--- config.mk ---
export PLATFORM = sky130hd
export DESIGN_NAME = cpu_sequencer
export DESIGN_NICKNAME = d
export VERILOG_FILES = /design/src/rtl/cpu_pkg.sv /design/src/rtl/cpu_sequencer_cond_eval.sv /design/src/rtl/cpu_sequencer.sv
export SDC_FILE = /design/constraint.sdc
export NUM_CORES = 1
export LEC_CHECK = 0
export CAP_MARGIN = 20
export CORE_ASPECT_RATIO = 1.4
export CORE_MARGIN = 2
export CORE_UTILIZATION = 45
export DETAILED_ROUTE_END_ITERATION = 16
export PLACE_DENSITY = 0.79
export SKIP_CTS_REPAIR_TIMING = 1
export SLEW_MARGIN = 20
export SYNTH_ARGS = -nofsm -noshare
export SYNTH_HDL_FRONTEND = slang
export SYNTH_HIERARCHICAL = 1
export SYNTH_SLANG_ARGS = --single-unit
--- constraint.sdc ---
create_clock -name i_clock -period 2.2 [get_ports i_clock]
set_input_delay 0.44 -clock i_clock [delete_from_list [all_inputs] [get_ports i_clock]]
set_output_delay 0.44 -clock i_clock [all_outputs]
set_load 0.05 [all_outputs]
--- src/rtl/cpu_pkg.sv ---
// Shared encodings for the CPU sequencer: instruction types, system sub-ops,
// jump condition codes, stack-pointer commands, FSM states and control bundle.
package cpu_pkg;

    typedef enum logic [1:0] {
        TYPE_ALU   = 2'b00,
        TYPE_PUSHI = 2'b01,
        TYPE_JUMP  = 2'b10,
        TYPE_SYS   = 2'b11
    } instrTypeT;

    typedef enum logic [1:0] {
        SYS_NOP  = 2'b00,
        SYS_DROP = 2'b01,
        SYS_DUP  = 2'b10,
        SYS_HALT = 2'b11
    } sysOpT;

    localparam logic [2:0] COND_ALWAYS = 3'b000;
    localparam logic [2:0] COND_Z      = 3'b001;
    localparam logic [2:0] COND_NZ     = 3'b010;
    localparam logic [2:0] COND_S      = 3'b011;
    localparam logic [2:0] COND_C      = 3'b100;
    localparam logic [2:0] COND_NC     = 3'b101;

    localparam logic [1:0] SP_HOLD = 2'b00;
    localparam logic [1:0] SP_INC  = 2'b01;
    localparam logic [1:0] SP_DEC  = 2'b10;

    typedef enum logic [2:0] {
        ST_FETCH = 3'd0,
        ST_EXEC  = 3'd1,
        ST_WB    = 3'd2,
        ST_HALT  = 3'd3,
        ST_FAULT = 3'd4
    } seqStateT;

    typedef struct packed {
        logic       ipW;
        logic       ipSel;
        logic       tW;
        logic       tSel;
        logic       rW;
        logic       rS;
        logic       stkW;
        logic       stkS;
        logic [1:0] spCtrl;
        logic [4:0] aluOp;
        logic       carryW;
        logic [1:0] jSel;
        logic       busy;
        logic       halt;
        logic       fault;
    } seqCtrlT;

    // Instructions that leave one more entry on the stack after WB.
    function automatic logic isPush(instrTypeT kind, logic [5:0] low);
        return (kind == TYPE_ALU && low[5]) || (kind == TYPE_PUSHI) ||
               (kind == TYPE_SYS && sysOpT'(low[1:0]) == SYS_DUP);
    endfunction

endpackage

--- src/rtl/cpu_sequencer_cond_eval.sv ---
// Jump condition evaluator: condition code plus live flags -> taken.
module cond_eval
    import cpu_pkg::*;
(
    input  logic [2:0] cond,
    input  logic       flagZero,
    input  logic       flagSign,
    input  logic       carry,
    output logic       taken_c
);

    always_comb begin
        taken_c = 1'b0;
        case (cond)
            COND_ALWAYS: taken_c = 1'b1;
            COND_Z:      taken_c = flagZero;
            COND_NZ:     taken_c = ~flagZero;
            COND_S:      taken_c = flagSign;
            COND_C:      taken_c = carry;
            COND_NC:     taken_c = ~carry;
            default:     taken_c = 1'b0;
        endcase
    end

endmodule

--- src/rtl/cpu_sequencer.sv ---
// Three-phase (FETCH/EXEC/WB) micro-sequencer for a small stack CPU.
// Define CPU_SEQ_STACK_GUARD_EN to add stack depth tracking with overflow/underflow fault.
module cpu_sequencer
    import cpu_pkg::*;
#(
    parameter int unsigned STACK_DEPTH    = 16,
    parameter int unsigned FETCH_WAIT_MAX = 4
) (
    input  logic        i_clock,
    input  logic        i_reset_n,
    input  logic [17:0] i_instr,
    input  logic        i_instr_valid,
    input  logic        i_flag_zero,
    input  logic        i_flag_sign,
    input  logic        i_carry,
    output logic        o_ip_w,
    output logic        o_ip_sel,
    output logic        o_t_w,
    output logic        o_t_sel,
    output logic        o_r_w,
    output logic        o_r_s,
    output logic        o_stk_w,
    output logic        o_stk_s,
    output logic [1:0]  o_sp_ctrl,
    output logic [4:0]  o_alu_op,
    output logic        o_carry_w,
    output logic [1:0]  o_j_sel,
    output logic        o_busy,
    output logic        o_halt,
    output logic        o_fault
);

    localparam int unsigned WAIT_W = $clog2(FETCH_WAIT_MAX + 1);

    if (STACK_DEPTH < 4 || STACK_DEPTH > 256 || (STACK_DEPTH & (STACK_DEPTH - 1)) != 0) begin : gBadStackDepth
        $error("cpu_sequencer: STACK_DEPTH must be a power of two in 4..256");
    end

    seqStateT          state, stateNext;
    instrTypeT         irKind, irKindNext;
    logic [5:0]        irLow, irLowNext;
    logic [WAIT_W-1:0] waitCnt, waitNext;
    seqCtrlT           ctrl, ctrlNext;
    logic              taken_c;
    logic              unusedPayload;

    // Payload bits above the opcode field travel to T over the datapath only.
    assign unusedPayload = ^i_instr[15:6];

`ifdef CPU_SEQ_STACK_GUARD_EN
    localparam int unsigned DEPTH_W = $clog2(STACK_DEPTH) + 1;

    logic [DEPTH_W-1:0] depth, depthNext;
    logic               stackFault_c;

    // Overflow on a push into a full stack; underflow on DROP or ALU with nothing stacked.
    assign stackFault_c =
        (isPush(irKind, irLow) && depth == DEPTH_W'(STACK_DEPTH)) ||
        (((irKind == TYPE_SYS && sysOpT'(irLow[1:0]) == SYS_DROP) || irKind == TYPE_ALU) &&
         depth == DEPTH_W'(0));
`endif

    cond_eval uCondEval (
        .cond     (irLow[2:0]),
        .flagZero (i_flag_zero),
        .flagSign (i_flag_sign),
        .carry    (i_carry),
        .taken_c  (taken_c)
    );

    always_ff @(posedge i_clock or negedge i_reset_n) begin
        if (!i_reset_n) begin
            state   <= ST_FETCH;
            irKind  <= TYPE_ALU;
            irLow   <= '0;
            waitCnt <= '0;
            ctrl    <= '0;
`ifdef CPU_SEQ_STACK_GUARD_EN
            depth   <= '0;
`endif
        end else begin
            state   <= stateNext;
            irKind  <= irKindNext;
            irLow   <= irLowNext;
            waitCnt <= waitNext;
            ctrl    <= ctrlNext;
`ifdef CPU_SEQ_STACK_GUARD_EN
            depth   <= depthNext;
`endif
        end
    end

    // Next state, then the control word for the state being entered (outputs are registered).
    always_comb begin
        stateNext  = state;
        irKindNext = irKind;
        irLowNext  = irLow;
        waitNext   = waitCnt;
        ctrlNext   = '0;
`ifdef CPU_SEQ_STACK_GUARD_EN
        depthNext  = depth;
`endif

        case (state)
            ST_FETCH: begin
                if (i_instr_valid) begin
                    irKindNext = instrTypeT'(i_instr[17:16]);
                    irLowNext  = i_instr[5:0];
                    waitNext   = '0;
                    stateNext  = ST_EXEC;
                end else if (waitCnt == WAIT_W'(FETCH_WAIT_MAX - 1)) begin
                    stateNext = ST_FAULT;
                end else begin
                    waitNext = waitCnt + WAIT_W'(1);
                end
            end
            ST_EXEC: begin
                if (irKind == TYPE_SYS && sysOpT'(irLow[1:0]) == SYS_HALT) begin
                    stateNext = ST_HALT;
`ifdef CPU_SEQ_STACK_GUARD_EN
                end else if (stackFault_c) begin
                    stateNext = ST_FAULT;
`endif
                end else begin
                    stateNext = ST_WB;
                end
            end
            ST_WB: begin
                stateNext = ST_FETCH;
`ifdef CPU_SEQ_STACK_GUARD_EN
                if (isPush(irKind, irLow)) begin
                    depthNext = depth + DEPTH_W'(1);
                end else if (irKind == TYPE_SYS && sysOpT'(irLow[1:0]) == SYS_DROP) begin
                    depthNext = depth - DEPTH_W'(1);
                end
`endif
            end
            ST_HALT:  stateNext = ST_HALT;
            ST_FAULT: stateNext = ST_FAULT;
            default:  stateNext = ST_FETCH;
        endcase

        case (stateNext)
            ST_EXEC: begin
                ctrlNext.busy = 1'b1;
                case (irKindNext)
                    TYPE_ALU: begin
                        ctrlNext.aluOp  = irLowNext[4:0];
                        ctrlNext.rW     = 1'b1;
                        ctrlNext.carryW = 1'b1;
                    end
                    TYPE_PUSHI: begin
                        ctrlNext.tSel = 1'b1;
                        ctrlNext.tW   = 1'b1;
                    end
                    TYPE_JUMP: ctrlNext.jSel = irLowNext[4:3];
                    TYPE_SYS: begin
                        if (sysOpT'(irLowNext[1:0]) == SYS_DUP) begin
                            ctrlNext.stkS = 1'b1;
                            ctrlNext.tW   = 1'b1;
                        end
                    end
                    default: ;
                endcase
            end
            ST_WB: begin
                ctrlNext.busy = 1'b1;
                ctrlNext.ipW  = 1'b1;
                case (irKindNext)
                    TYPE_ALU: begin
                        if (irLowNext[5]) begin
                            ctrlNext.rS     = 1'b1;
                            ctrlNext.stkW   = 1'b1;
                            ctrlNext.spCtrl = SP_INC;
                        end
                    end
                    TYPE_PUSHI: begin
                        ctrlNext.stkW   = 1'b1;
                        ctrlNext.spCtrl = SP_INC;
                    end
                    // The ipSel flop is the registered jump condition.
                    TYPE_JUMP: ctrlNext.ipSel = taken_c;
                    TYPE_SYS: begin
                        if (sysOpT'(irLowNext[1:0]) == SYS_DROP) begin
                            ctrlNext.spCtrl = SP_DEC;
                        end else if (sysOpT'(irLowNext[1:0]) == SYS_DUP) begin
                            ctrlNext.stkW   = 1'b1;
                            ctrlNext.spCtrl = SP_INC;
                        end
                    end
                    default: ;
                endcase
            end
            ST_HALT:  ctrlNext.halt  = 1'b1;
            ST_FAULT: ctrlNext.fault = 1'b1;
            default:  ;
        endcase
    end

    assign o_ip_w    = ctrl.ipW;
    assign o_ip_sel  = ctrl.ipSel;
    assign o_t_w     = ctrl.tW;
    assign o_t_sel   = ctrl.tSel;
    assign o_r_w     = ctrl.rW;
    assign o_r_s     = ctrl.rS;
    assign o_stk_w   = ctrl.stkW;
    assign o_stk_s   = ctrl.stkS;
    assign o_sp_ctrl = ctrl.spCtrl;
    assign o_alu_op  = ctrl.aluOp;
    assign o_carry_w = ctrl.carryW;
    assign o_j_sel   = ctrl.jSel;
    assign o_busy    = ctrl.busy;
    assign o_halt    = ctrl.halt;
    assign o_fault   = ctrl.fault;

endmodule
==> reports/qor.csv <==
metric,value,unit
crit path DAT,2.09,ns
CP cell instances,clkdlybuf4s50_1 > nor4b_4 > mux2_2 > nor4b_1,
r2r endpoint,waitCnt[1]$_DFFE_PN0P_,
Max Buffers Root-to-Sink,2,
Vias/cell,5.071,
most frequent cells in the layout,"clkdlybuf4s50_1 (34), dfrtp_1 (33), inv_1 (7)",
Final setup viols,0,
Switch Pwr,899.2,uW
post-DP HPWL,1962,um
Final WS setup,0.2596,ns
Combinational Power Share,41.5,%
Worst path slowest cell,clkdlybuf4s50_1,
Hold Worst Slack,0.4938,ns
FF+latch area,825.8,um^2
status,finished clean,
Crit path depth,4,
"Distinct cells, synth",34,
WL/cell,14.08,um
first-pass GRT wire length,4429,um
RSZ-0062 raised after global routing,no,
Post-synth EDFFs,0,
Worst Setup EP,o_ip_sel$_DFF_PN0_,
fin crit share,88.20,%
IO Pins,45,
setup_tns,0,ns
Die Height,69.38,um
Area Overhead vs Synth,35.15,%
pre-CTS setup slack,0.02926,ns
"area leader, netlist",dfrtp_1,
ratio of cells with drive above 1 in the final layout,16.33,%
Die Width,50.70,um
filler instances,227,
final hold violations,0,
Initial Utilization,47.74,%
clock power share,18.3,%
worst slew pin tran,0.5086,ns
Syn Inst Count,103,
CTS tree,built,
kind of critical path,in -> reg,
routed vias,933,
H-tree levels,2,
Post-synth top flop,dfrtp_1,
1st-pass router iterations,4,
"Power, Total",2.311,mW
"Largest delay share family, worst path",simple AND/OR/NAND/NOR gates,
CP endpoint kind,flip-flop,
DRC viols,0,
MaxCap Viol Count,0,
Root Buffer,clkbuf_8,
# nets final,172,
Switching Share,38.90,%
clk_skew,0.006295,ns
P per Cell Area,1245,mW/mm^2
gpl congestion,0.7853,
Yosys Warn Count,6,
Syn Area/Cell,13.34,um^2
reg-to-reg startpoint,waitCnt[0]$_DFFE_PN0P_,
Worst Reg2Reg Path Length in Cells,4,
fmax,0.5154,GHz
Antenna diodes,0,
LEAKAGE,0.8364,nW
Die Area,0.003517,mm^2
mapped cell area,0.001374,mm^2
1st-iter DRT viols,12,
final max-slew violation count,0,
IO buf count,34,
CP required,2.35,ns
Clock Pin Slew Worst Setup and Hold Paths,0.07,ns
vias in the first global route,1014,
Sequential Power Share,40.2,%
crit path max fanout,4,
CP peak stage delay,0.54,ns
largest cells by area after synthesis,"dfrtp_1 (60%), mux2_1 (4.1%), mux2_2 (4.1%)",
CP Buf/Inv Count,1,
Mapped Nets,129,
DP Cell Count,176,
grt ovf,0,
core footprint,0.002878,mm^2
clk sinks,33,
Tmin final,1.940,ns
post-route insts no fill,184,
footprint of the multi-input gates,490.5,um^2
Antenna Nets Post-Route,0,
Yosys top cell area share,60.11,%
crit path from,i_instr_valid,
"most common cell after layout, fill and taps aside",clkdlybuf4s50_1,
reg2reg setup slack,0.40,ns
Startpoint Class,primary input,
worst rel slew slack,65.99,%
worst skew pair latency,0.28,ns
TritonCTS buffer count,5,
register area share after synthesis,60.11,%
initial antenna violation count,0,
Placement Rows,23,
Post-synth ARST share,100.0,%
Internal,1.412,mW
#FFs+latches synth,33,
DRT Wirelength,2591,um
Hold Path Class,reg -> reg,
largest net degree at the start of global routing,34,
gr usage total,16.82,%
worst vdd ir,0.0006318,V
[worst register-to-register path, cell delays in order, from the launching register on]
cell       delay (ns)
dfrtp_1          0.39
ha_1             0.20
ha_1             0.21
a2111oi_2        0.48
mux2_2           0.39
[through the flow]
stage	util (%)	cell area [um^2]
2_1_floorplan	-	1374
3_3_place_gp	61.65	1774
3_5_place_dp	61.65	1774
4_1_cts	64.52	1857
5_1_grt	64.52	1857
6_report	64.52	1857
[synth_stat cells (2+ instances only)]
cell,n
a21oi_1,2
and2_1,5
buf_4,2
dfrtp_1,33
ha_1,2
inv_1,7
mux2_1,5
mux2_2,5
mux2i_1,2
nand2_1,5
nand2b_1,2
nor2_1,6
nor2b_1,3
nor3_1,2
nor3b_1,2
nor4b_1,2
[power groups by stage]
stage / logic (mW) / registers (mW) / clock network (mW)
after floorplan: 0.487 / 1.12 / 0
after global placement: 0.935 / 0.925 / 0
after detailed placement: 0.963 / 0.942 / 0
after CTS: 0.970 / 0.931 / 0.434
after global routing: 1.03 / 0.954 / 0.463
final: 0.958 / 0.929 / 0.424
[routing by layer]
metal | GRT usage (%) | share of wire (%) | vias up
li1 | - | - | 442
met1 | 15.98 | 36 | 464
met2 | 32.46 | 58 | 21
met3 | 4.741 | 4.2 | 6
met4 | 6.306 | 1.8 | 0
met5 | 0 | 0 | -
[kinds of logic after synthesis]
kind of cell / share of synthesized area (%)
AND/OR/NAND/NOR: 17.30
flip-flops: 60.11
multiplexers: 9.653
AO/OA/AOI/OAI: 6.922
buffers and inverters: 4.189
adder cells (fa/ha/maj): 1.821
[worst min path at each step]
stage	startpoint	to	slack, ns	cells after the start
after floorplan	i_reset_n	irKind[0]$_DFF_PN0_	0.14	0
after global placement	irLow[3]$_DFF_PN0_	irLow[3]$_DFF_PN0_	0.46	1
after detailed placement	irLow[3]$_DFF_PN0_	irLow[3]$_DFF_PN0_	0.48	1
after CTS	irLow[3]$_DFF_PN0_	irLow[3]$_DFF_PN0_	0.50	1
after global routing	irLow[3]$_DFF_PN0_	irLow[3]$_DFF_PN0_	0.51	1
final	irLow[3]$_DFF_PN0_	irLow[3]$_DFF_PN0_	0.49	1
[final cells by class]
cell class                 count  area share, %
clock buffer                   6          3.908
clock inverter                 2         0.5391
sequential                    33          44.47
tap                           37          2.493
inverter                       7          1.415
multi-input combinational     59          26.42
timing repair buffer          40          20.75
[flip-flops by register name, indices dropped and copies added, names as in the netlist]
signal     flops
o_carry_w      1
o_r_s          1
o_t_sel        1
o_ip_w         1
o_t_w          1
o_stk_s        1
o_sp_ctrl      2
o_busy         1
irLow          6
o_ip_sel       1
state          3
o_halt         1
o_j_sel        2
o_alu_op       5
irKind         2
o_fault        1
waitCnt        3
Power figures use the tool's default switching activity.
